--- src/rtl/gen_queue_pkg.sv ---
// Shared helpers for the generic delay-queue family.
//   clog2     : ceiling log2, clog2(1) = 0
//   chan_w    : width of a channel index, never below 1 bit
//   slice_lo  : low bit of a channel's slice in a flattened per-channel bus
package gen_queue_pkg;

   // Ceiling log2 usable in parameter expressions.
   function automatic int clog2(input int value);
      int result;
      int v;
      result = 0;
      v      = value - 1;
      while (v > 0) begin
         result = result + 1;
         v      = v >> 1;
      end
      return result;
   endfunction

   // A single-channel build still needs a 1-bit channel tag.
   function automatic int chan_w(input int channels);
      return (clog2(channels) < 1) ? 1 : clog2(channels);
   endfunction

   // Channel c of a flattened bus lives at [c*width +: width].
   function automatic int slice_lo(input int chan, input int width);
      return chan * width;
   endfunction

endpackage

--- src/rtl/gen_delay_ring.sv ---
// One channel's storage: a DEPTH-entry ring buffer with explicit pointer wrap,
// so DEPTH need not be a power of two.
//   clk, rst : clock, synchronous active-high reset
//   push     : push strobe; refused (and ovf set) while full
//   pdata    : push data
//   pop      : remove the head entry (ignored while empty)
//   head     : entry at the read pointer
//   count    : occupancy 0..DEPTH
//   full     : count == DEPTH
//   afull    : count >= AFULL_LEVEL
//   ovf      : sticky, a push arrived while full
module gen_delay_ring
   import gen_queue_pkg::*;
#(
   parameter int WIDTH       = 8,
   parameter int DEPTH       = 6,
   parameter int AFULL_LEVEL = 4,
   localparam int PW         = clog2(DEPTH),
   localparam int CNTW       = clog2(DEPTH + 1)
) (
   input  logic             clk,
   input  logic             rst,
   input  logic             push,
   input  logic [WIDTH-1:0] pdata,
   input  logic             pop,
   output logic [WIDTH-1:0] head,
   output logic [CNTW-1:0]  count,
   output logic             full,
   output logic             afull,
   output logic             ovf
);

   logic [WIDTH-1:0] mem_q [DEPTH];
   logic [PW-1:0]    wr_ptr_q, wr_ptr_d;
   logic [PW-1:0]    rd_ptr_q, rd_ptr_d;
   logic [CNTW-1:0]  count_q, count_d;
   logic             full_q, full_d;
   logic             afull_q, afull_d;
   logic             ovf_q, ovf_d;
   logic             accept_s;
   logic             take_s;

   // Pointer advance with explicit wrap at DEPTH-1.
   function automatic logic [PW-1:0] ptr_inc(input logic [PW-1:0] p);
      return (p == PW'(DEPTH - 1)) ? '0 : p + PW'(1);
   endfunction

   // Next-state for pointers, occupancy and flags.
   always_comb begin
      // full_q is the registered flag: a push is refused at full even if a pop happens now.
      accept_s = push && !full_q;
      take_s   = pop && (count_q != '0);
      wr_ptr_d = accept_s ? ptr_inc(wr_ptr_q) : wr_ptr_q;
      rd_ptr_d = take_s ? ptr_inc(rd_ptr_q) : rd_ptr_q;
      count_d  = count_q + CNTW'(accept_s) - CNTW'(take_s);
      // Flags are registered from the next count so they track count_q exactly.
      full_d   = (count_d == CNTW'(DEPTH));
      afull_d  = (count_d >= CNTW'(AFULL_LEVEL));
      ovf_d    = ovf_q | (push & full_q);
   end

   // Control state register.
   always_ff @(posedge clk) begin
      if (rst) begin
         wr_ptr_q <= '0;
         rd_ptr_q <= '0;
         count_q  <= '0;
         full_q   <= 1'b0;
         afull_q  <= 1'b0;
         ovf_q    <= 1'b0;
      end else begin
         wr_ptr_q <= wr_ptr_d;
         rd_ptr_q <= rd_ptr_d;
         count_q  <= count_d;
         full_q   <= full_d;
         afull_q  <= afull_d;
         ovf_q    <= ovf_d;
      end
   end

   // Entry storage; contents need no reset since count gates visibility.
   always_ff @(posedge clk) begin
      if (accept_s) begin
         mem_q[wr_ptr_q] <= pdata;
      end
   end

   assign head  = mem_q[rd_ptr_q];
   assign count = count_q;
   assign full  = full_q;
   assign afull = afull_q;
   assign ovf   = ovf_q;

endmodule

--- src/rtl/gen_rr_delay_queue.sv ---
// CHANNELS independent delay rings draining through one registered output
// stage, with a round-robin arbiter picking the source channel.
//   clk, rst : clock, synchronous active-high reset
//   we       : per-channel push strobe
//   idata    : push data, channel c at [c*WIDTH +: WIDTH]
//   full     : per-channel count == DEPTH
//   afull    : per-channel count >= AFULL_LEVEL
//   ovf      : per-channel sticky overflow
//   re       : consumer pop, honoured only while oready
//   wdata    : output-stage data
//   wchan    : source channel of wdata
//   oready   : output stage holds a valid entry
//   empty    : all rings and the output stage are empty
module gen_rr_delay_queue
   import gen_queue_pkg::*;
#(
   parameter int WIDTH       = 8,
   parameter int DEPTH       = 6,
   parameter int CHANNELS    = 4,
   parameter int AFULL_LEVEL = 4,
   localparam int CW         = chan_w(CHANNELS)
) (
   input  logic                      clk,
   input  logic                      rst,
   input  logic [CHANNELS-1:0]       we,
   input  logic [CHANNELS*WIDTH-1:0] idata,
   output logic [CHANNELS-1:0]       full,
   output logic [CHANNELS-1:0]       afull,
   output logic [CHANNELS-1:0]       ovf,
   input  logic                      re,
   output logic [WIDTH-1:0]          wdata,
   output logic [CW-1:0]             wchan,
   output logic                      oready,
   output logic                      empty
);

   localparam int CNTW  = clog2(DEPTH + 1);
   // Channel-indexed tables are padded to a power of two so a CW-bit index never overruns.
   localparam int NSLOT = 1 << CW;

   logic [CNTW-1:0]     count_s [CHANNELS];
   logic [WIDTH-1:0]    head_s [NSLOT];
   logic [NSLOT-1:0]    nonempty_s;
   logic [CHANNELS-1:0] pop_s;

   logic                consume_s, loadable_s, load_s;
   logic                grant_valid_s;
   logic [CW-1:0]       grant_idx_s;
   logic [CW:0]         sum_s;

   logic [WIDTH-1:0]    wdata_q, wdata_d;
   logic [CW-1:0]       wchan_q, wchan_d;
   logic                oready_q, oready_d;
   logic [CW-1:0]       rr_q, rr_d;

   for (genvar c = 0; c < NSLOT; c++) begin : g_chan
      if (c < CHANNELS) begin : g_ring
         gen_delay_ring #(
            .WIDTH       (WIDTH),
            .DEPTH       (DEPTH),
            .AFULL_LEVEL (AFULL_LEVEL)
         ) u_ring (
            .clk   (clk),
            .rst   (rst),
            .push  (we[c]),
            .pdata (idata[slice_lo(c, WIDTH) +: WIDTH]),
            .pop   (pop_s[c]),
            .head  (head_s[c]),
            .count (count_s[c]),
            .full  (full[c]),
            .afull (afull[c]),
            .ovf   (ovf[c])
         );
         assign nonempty_s[c] = (count_s[c] != '0);
      end else begin : g_pad
         assign head_s[c]     = '0;
         assign nonempty_s[c] = 1'b0;
      end
   end

   // Round-robin search over non-empty channels starting at rr_q, wrapping at CHANNELS.
   always_comb begin
      grant_valid_s = 1'b0;
      grant_idx_s   = '0;
      sum_s         = '0;
      for (int i = 0; i < CHANNELS; i++) begin
         // rr_q < CHANNELS and i < CHANNELS, so a single subtraction completes the modulo.
         sum_s = {1'b0, rr_q} + (CW + 1)'(i);
         if (sum_s >= (CW + 1)'(CHANNELS)) begin
            sum_s = sum_s - (CW + 1)'(CHANNELS);
         end else begin
            sum_s = sum_s;
         end
         if (!grant_valid_s && nonempty_s[sum_s[CW-1:0]]) begin
            grant_valid_s = 1'b1;
            grant_idx_s   = sum_s[CW-1:0];
         end else begin
            grant_valid_s = grant_valid_s;
         end
      end
   end

   // Output-stage next state: refill on the same edge as a consume to avoid bubbles.
   always_comb begin
      consume_s  = re && oready_q;
      loadable_s = !oready_q || consume_s;
      load_s     = loadable_s && grant_valid_s;
      wdata_d    = wdata_q;
      wchan_d    = wchan_q;
      oready_d   = oready_q;
      rr_d       = rr_q;
      for (int c = 0; c < CHANNELS; c++) begin
         pop_s[c] = load_s && (grant_idx_s == CW'(c));
      end
      if (load_s) begin
         wdata_d  = head_s[grant_idx_s];
         wchan_d  = grant_idx_s;
         oready_d = 1'b1;
         rr_d     = (grant_idx_s == CW'(CHANNELS - 1)) ? '0 : grant_idx_s + CW'(1);
      end else if (consume_s) begin
         // Nothing to refill: data and tag hold their last values.
         oready_d = 1'b0;
      end else begin
         oready_d = oready_q;
      end
   end

   // Output-stage and arbiter pointer register.
   always_ff @(posedge clk) begin
      if (rst) begin
         wdata_q  <= '0;
         wchan_q  <= '0;
         oready_q <= 1'b0;
         rr_q     <= '0;
      end else begin
         wdata_q  <= wdata_d;
         wchan_q  <= wchan_d;
         oready_q <= oready_d;
         rr_q     <= rr_d;
      end
   end

   assign wdata  = wdata_q;
   assign wchan  = wchan_q;
   assign oready = oready_q;
   assign empty  = !oready_q && (nonempty_s == '0);

endmodule
--- config.mk ---
export PLATFORM = sky130hd
export DESIGN_NAME = gen_rr_delay_queue
export DESIGN_NICKNAME = d
export VERILOG_FILES = /design/src/rtl/gen_queue_pkg.sv /design/src/rtl/gen_delay_ring.sv /design/src/rtl/gen_rr_delay_queue.sv
export SDC_FILE = /design/constraint.sdc
export NUM_CORES = 1
export LEC_CHECK = 0
export ABC_AREA = 0
export BUFFER_PORTS_ARGS = -buffer_cell sky130_fd_sc_hd__clkbuf_2
export CAP_MARGIN = 25
export CORE_UTILIZATION = 32
export DETAILED_ROUTE_END_ITERATION = 10
export GPL_TIMING_DRIVEN = 0
export HOLD_SLACK_MARGIN = 0.08
export PLACE_DENSITY = 0.44
export SLEW_MARGIN = 20
export SYNTH_ARGS = -nofsm -noshare
export SYNTH_HDL_FRONTEND = slang
export SYNTH_SLANG_ARGS = --single-unit
--- constraint.sdc ---
create_clock -name clk -period 8.6 [get_ports clk]
set_clock_uncertainty 0.05 [all_clocks]
set_input_delay 1.72 -clock clk [delete_from_list [all_inputs] [get_ports clk]]
set_output_delay 1.72 -clock clk [all_outputs]
set_load 0.05 [all_outputs]
# Yosys cells after proc, flatten, opt, wreduce, memory -nomap -nowiden
# Memory sizes are Yosys's and may differ from the RTL's. A register that Yosys moved wholly into a read port is not among the register bits.
# Cells that the tools add are included.
# op_classes
addsub	24
multipliers	0
n_div	0
n_lt_le_gt_ge	13
n_eq_ne	15
shifts	0
muxes	50
bitwise_logic	9
n_reduce_logical	34
# op_table
op	count
3-bit 2-to-1 mux	16
3-bit equality test (second input constant)	12
3-bit by 1-bit adder with 3-bit output (second input constant)	8
3-bit greater-or-equal comparator (second input constant)	8
1-bit logical AND	18
1-bit 2-to-1 mux	18
2-bit 2-to-1 mux	9
8-bit binary-select mux with 2-bit select	1
8-bit 2-to-1 mux	2
3-bit by 1-bit adder with 3-bit output	4
2-bit by 3-bit < comparator with 1-bit output (second input constant)	4
3-bit nonzero test	4
3-bit by 1-bit subtractor with 3-bit output	4
1-bit binary-select mux with 2-bit select	4
1-bit logical NOT	8
2-bit by 1-bit subtractor with 2-bit output (second input constant)	4
2-bit by 2-bit adder with 3-bit output (second input constant)	2
1-bit AND	4
2-bit equality test (second input constant)	2
4-bit logical NOT	1
1-bit bitwise OR	4
2-bit by 1-bit adder with 3-bit output (second input constant)	1
2-bit by 3-bit greater-or-equal comparator with 1-bit output (second input constant)	1
2-bit inverter with 3-bit output	1
other kinds (5)	5
# totals
ff_bits	61
latchBits	0
ramBits	192
mem_bits_ro	0
input_bits	39
output_inout_bits	24
elab_cells	177
memories	4
# mem_list
name	depth	width	read_ports	rd_clocked_by_memory_dff	wr	line	source
g_chan[0].g_ring.u_ring.mem_q	6	8	1	1	1	gen_delay_ring.sv:33	logic [WIDTH-1:0] mem_q [DEPTH];
g_chan[1].g_ring.u_ring.mem_q	6	8	1	1	1	gen_delay_ring.sv:33	
g_chan[2].g_ring.u_ring.mem_q	6	8	1	1	1	gen_delay_ring.sv:33	
g_chan[3].g_ring.u_ring.mem_q	6	8	1	1	1	gen_delay_ring.sv:33	

# Depth between registers and ports, before layout
# depth
depth_word	19
ltp_mapped	17
depth_no_buf	14

# Hierarchy
# Synthesis repeated with hierarchy kept, for this count alone.
# hier_totals
hier_cells	650
hier_area_um2	10729.0
# modules_own_cells
module	instances	cells_per_inst	area_per_inst_um2	seq_area_each_um2
gen_delay_ring	4	138	2442.3	1721.7
gen_rr_delay_queue	1	98	959.7	260.2

# Least setup slack after synthesis
# No wires, ideal clock.
# synth_path
path_type	register to output
startpoint	register g_chan[3].g_ring.u_ring.count_q[1]
endpoint	output empty
arrival_time_ns	2.843
required_time_ns	6.830
setup_slack_ns	3.987
stages_incl_launch_ff	7
n_path_buf	3
cell_sequence	dfxtp_1 or3_1 buf_2 or2_1 buf_2 clkbuf_1 nor4_1
# synth_via
elab_chain_cells	3
# synth_lines
element	line	source
from (decl)	gen_delay_ring.sv:36	logic [CNTW-1:0] count_q, count_d;
from (signal assigned)	gen_delay_ring.sv:74	count_q <= count_d;
3-bit nonzero test	gen_rr_delay_queue.sv:74	assign nonempty_s[c] = (count_s[c] != '0);
4-bit logical NOT	gen_rr_delay_queue.sv:146	assign empty = !oready_q && (nonempty_s == '0);
1-bit logical AND	gen_rr_delay_queue.sv:146	
to (decl)	gen_rr_delay_queue.sv:34	output logic empty
# Every way passes these cells.

# Worst setup path in the final report
# Same ends and word-level chain as after synthesis.

==> flow_summary.yaml <==
status:
  run_status: "finished, final reports clean"
sta:
  totalNegativeSetupSlack_ns: 0
  worst_slew_pin_slew_ns: 0.9839
  hold_violations: 0
  timing.slew.headroom: 0.3417
  period_minus_slack_ns: 4.583
  fmax_ghz: 0.2182
  fin_crit_sh: 0.5329
  rsz0062_at_grt: "false"
  report.final.slew_viol_count: 0
  finalSetupViolCount: 0
  fin_ws_ns: 4.017
grt:
  grt_max_degree: 15
  grt_pass1_vias: 6096
  grt_usage: 0.1472
  grt_overflow_total: 0
  grt_antenna_before_repair: 0
  grt_first_pass_wirelength_um: 36340
setup_path:
  crit_path_max_fanout: 10
  logic_depth_of_the_worst_register_to_register_path: 16
  regToRegStartpoint: "g_chan[0].g_ring.u_ring.afull"
  r2r_setup_slack_ns: 4.56
  crit_path_frequent_cell: "sky130_fd_sc_hd__buf_2"
  crit_end: "empty"
  crit_required_ns: 6.83
  regToRegEndpoint: "g_chan[0].g_ring.u_ring.full"
  nature_of_the_critical_path_startpoint: "register"
  worstPathCellList: "or3_1 -> buf_2 -> or2_1 -> buf_2 -> clkbuf_1 -> nor4_1 -> clkbuf_2"
  worstSetupStartpoint: "g_chan[3].g_ring.u_ring.count[1]"
  critPathKind: "reg -> out"
  worstSetupEndpointType: "primary output"
  crit_path_max_incr_delay_ns: 0.36
  cp_slowest_cell: "sky130_fd_sc_hd__dfxtp_1"
  worst_endpoint_data_arrival_time_ns: 2.81
detailed_routing:
  wire_per_inst_um: 19.70
  drt_first_pass_iters: 5
  finalWirelength_um: 24110
  antenna_left: 0
  detail_route.vias_per_cell: 4.775
  via_count: 5845
  remaining_drc_errors: 0
  drt_first_iter_violations: 330
final_layout:
  area.growth.synth_to_final_pct: 18.80
  post_route_cells_drive_above_1_share: 0.2890
  layout.nets: 821
  fin_util: 0.3889
  antenna-diode-count: 0
placed_design:
  buffer_ports.inserted: 61
  preCtsSetupSlack_ns: 4.505
  dp_hpwl_um: 16720
  globalplace.congestion: 0.8219
die:
  die-area_mm2: 0.03325
  die_height_um: 182.4
  core.rowCount: 65
  die_w_um: 182.4
  core_area_mm2: 0.03180
  io_pins: 63
  initial_utilization: 0.3273
clock_network:
  ctsHtreeMaxLevel: 1
  cts_hold_buffers: 0
  clockBufferDepth: 3
  post_cts_buffers: 0
  clkSlewWorstSetupHoldPaths_ns: 0.06
  cts_tree: "done"
  cts_repair_resize_count: 0
  clk_latency_ns: 0.56
  cts-buffers-inserted: 29
  cts_root_buf: "sky130_fd_sc_hd__clkbuf_16"
  clock-sinks: 261
logic_synthesis:
  netlist_area_mm2: 0.01041
  synth.net_count: 719
  synth_simple_gate_area_share: 0.06996
  yosys.area_share.xor_xnor: 0.01010
  postSynthAreaPerCell_um2: 15.68
  post_synth_mux_area_share: 0.1366
  synth_compound_gate_area_share: 0.04664
  dominant_combinational_cell_family_by_area_after_synthesis: "multiplexers"
  synth_seq_cells: 261
  synth_edf_count: 192
  synth_fa_ha_area_frac: 0.02212
  ys.flop_type: "sky130_fd_sc_hd__edfxtp_1"
  yosysSeqAreaShare: 0.6866
  synthArstFlopShare: 0
  yosys_warnings: 0
  yosys.cell_types.count: 47
  netlist_instances: 664
job:
  max_cap_viol_count: 0
pwr:
  pwr_density_cell_mw_per_mm2: 319.2
  p_leak_nw: 4.215
  vdd_drop_max_v: 0.0001514
worst_hold_path:
  worst_hold_path_type: "reg -> reg"
==> cell families after synthesis <==
logic type / after synthesis
fa+ha+maj: 16
mux: 96
buf+inv: 62
xor+xnor: 12
simple gates: 144
flops: 261
compound gates: 73
==> cells in the final DEF (no fill, tap or decap), types with 19 or more instances in the layout <==
cell type and n:
sky130_fd_sc_hd__a21oi_1 28, sky130_fd_sc_hd__clkbuf_1 19, sky130_fd_sc_hd__mux2_2 40, sky130_fd_sc_hd__clkbuf_2 61
sky130_fd_sc_hd__buf_4 21, sky130_fd_sc_hd__dfxtp_1 69, sky130_fd_sc_hd__mux4_2 32, sky130_fd_sc_hd__nand2_1 22
sky130_fd_sc_hd__clkbuf_16 29, sky130_fd_sc_hd__nor2_1 48, sky130_fd_sc_hd__edfxtp_1 192
==> stage by stage <==
stage	area (um^2)	hold WS [ns]	std cells	power [mW]
after floorplan	10410	0.3880	664	2.382
after global placement	11260	0.4018	1160	2.682
after detailed placement	11380	0.4085	1169	2.722
after CTS	12360	0.4248	1223	3.993
after global routing	12370	0.4517	1224	4.151
final	12370	0.4228	1224	3.947
==> routing by layer <==
metal,up-vias,GRT usage,wire length (um)
met4,0,0.04034,442
met5,-,0,0
met1,2929,0.2022,11290
li1,2736,-,-
met2,146,0.2389,11240
met3,34,0.02694,1137
==> flip-flops by register name, indices dropped and copies added, names as in the netlist, named ones only <==
name                           count
g_chan.g_ring.u_ring.mem_q       192
g_chan.g_ring.u_ring.full          4
oready                             1
g_chan.g_ring.u_ring.ovf           4
g_chan.g_ring.u_ring.afull         4
rr_q                               2
wdata                              8
wchan                              2
g_chan.g_ring.u_ring.rd_ptr_q     12
g_chan.g_ring.u_ring.count         8
g_chan.g_ring.u_ring.wr_ptr_q     12
==> layout make-up <==
cell class | instances | area, um^2
flip-flops and latches | 261 | 7147
plain buffers | 45 | 227.7
clock inverters | 19 | 210.2
clock buffers | 35 | 768.2
multi-input cells | 341 | 3020
repair buffers | 71 | 384.1
well taps | 435 | 544.3
inverters | 17 | 63.81
fillers | 2953 | 19430
==> how the worst min path moves through the flow <==
stage | endpoint | cells after the start | start | slack, ns
5_1_grt | g_chan[3].g_ring.u_ring.ovf | 2 | g_chan[3].g_ring.u_ring.ovf | 0.45
4_1_cts | g_chan[3].g_ring.u_ring.ovf | 2 | g_chan[3].g_ring.u_ring.ovf | 0.42
6_report | g_chan[3].g_ring.u_ring.ovf | 2 | g_chan[3].g_ring.u_ring.ovf | 0.42
3_3_place_gp | g_chan[3].g_ring.u_ring.ovf | 2 | g_chan[3].g_ring.u_ring.ovf | 0.40
2_1_floorplan | g_chan[0].g_ring.u_ring.ovf | 2 | g_chan[0].g_ring.u_ring.ovf | 0.39
3_5_place_dp | g_chan[3].g_ring.u_ring.ovf | 2 | g_chan[3].g_ring.u_ring.ovf | 0.41
==> power breakdown <==
part           switching [mW]  internal [mW]  leakage [nW]  total, mW
combinational           0.705          0.425          1.43       1.13
sequential             0.0772           1.48          2.31       1.56
clock                   0.500          0.757         0.470       1.26
total                    1.28           2.66          4.22       3.95
==> synth_stat cells (2+ instances only) <==
master,instances,area (um^2)
sky130_fd_sc_hd__or3_1,7,43.79
sky130_fd_sc_hd__nand3_1,3,15.01
sky130_fd_sc_hd__nor4_1,12,75.07
sky130_fd_sc_hd__mux4_2,32,720.7
sky130_fd_sc_hd__nand4b_1,2,17.52
sky130_fd_sc_hd__clkbuf_1,15,56.30
sky130_fd_sc_hd__edfxtp_1,192,5766
sky130_fd_sc_hd__nand2b_1,16,100.1
sky130_fd_sc_hd__buf_4,12,90.09
sky130_fd_sc_hd__buf_1,7,26.28
sky130_fd_sc_hd__ha_1,12,150.1
sky130_fd_sc_hd__and3_1,4,25.02
sky130_fd_sc_hd__nor2_1,48,180.2
sky130_fd_sc_hd__a211oi_1,16,120.1
sky130_fd_sc_hd__mux2_1,8,90.09
sky130_fd_sc_hd__nor3_1,11,55.05
sky130_fd_sc_hd__nor2b_1,10,62.56
sky130_fd_sc_hd__fa_1,4,80.08
sky130_fd_sc_hd__o221ai_1,2,17.52
sky130_fd_sc_hd__nor3b_1,4,30.03
sky130_fd_sc_hd__mux2_2,40,450.4
sky130_fd_sc_hd__a31oi_1,16,100.1
sky130_fd_sc_hd__mux2i_1,16,160.2
sky130_fd_sc_hd__xor2_1,2,17.52
sky130_fd_sc_hd__inv_1,16,60.06
sky130_fd_sc_hd__a21oi_1,28,140.1
sky130_fd_sc_hd__nand2_1,22,82.58
sky130_fd_sc_hd__buf_2,11,55.05
sky130_fd_sc_hd__xnor2_1,10,87.58
sky130_fd_sc_hd__dfxtp_1,69,1381
==> worst max-delay path: cells and delay by family, from the launching register on <==
family                 cells  cell delay (ns)
buffers and inverters      4             0.95
DFF                        1             0.36
and+or+nand+nor            3             0.95
No activity file was read; power rests on OpenSTA's default activity.
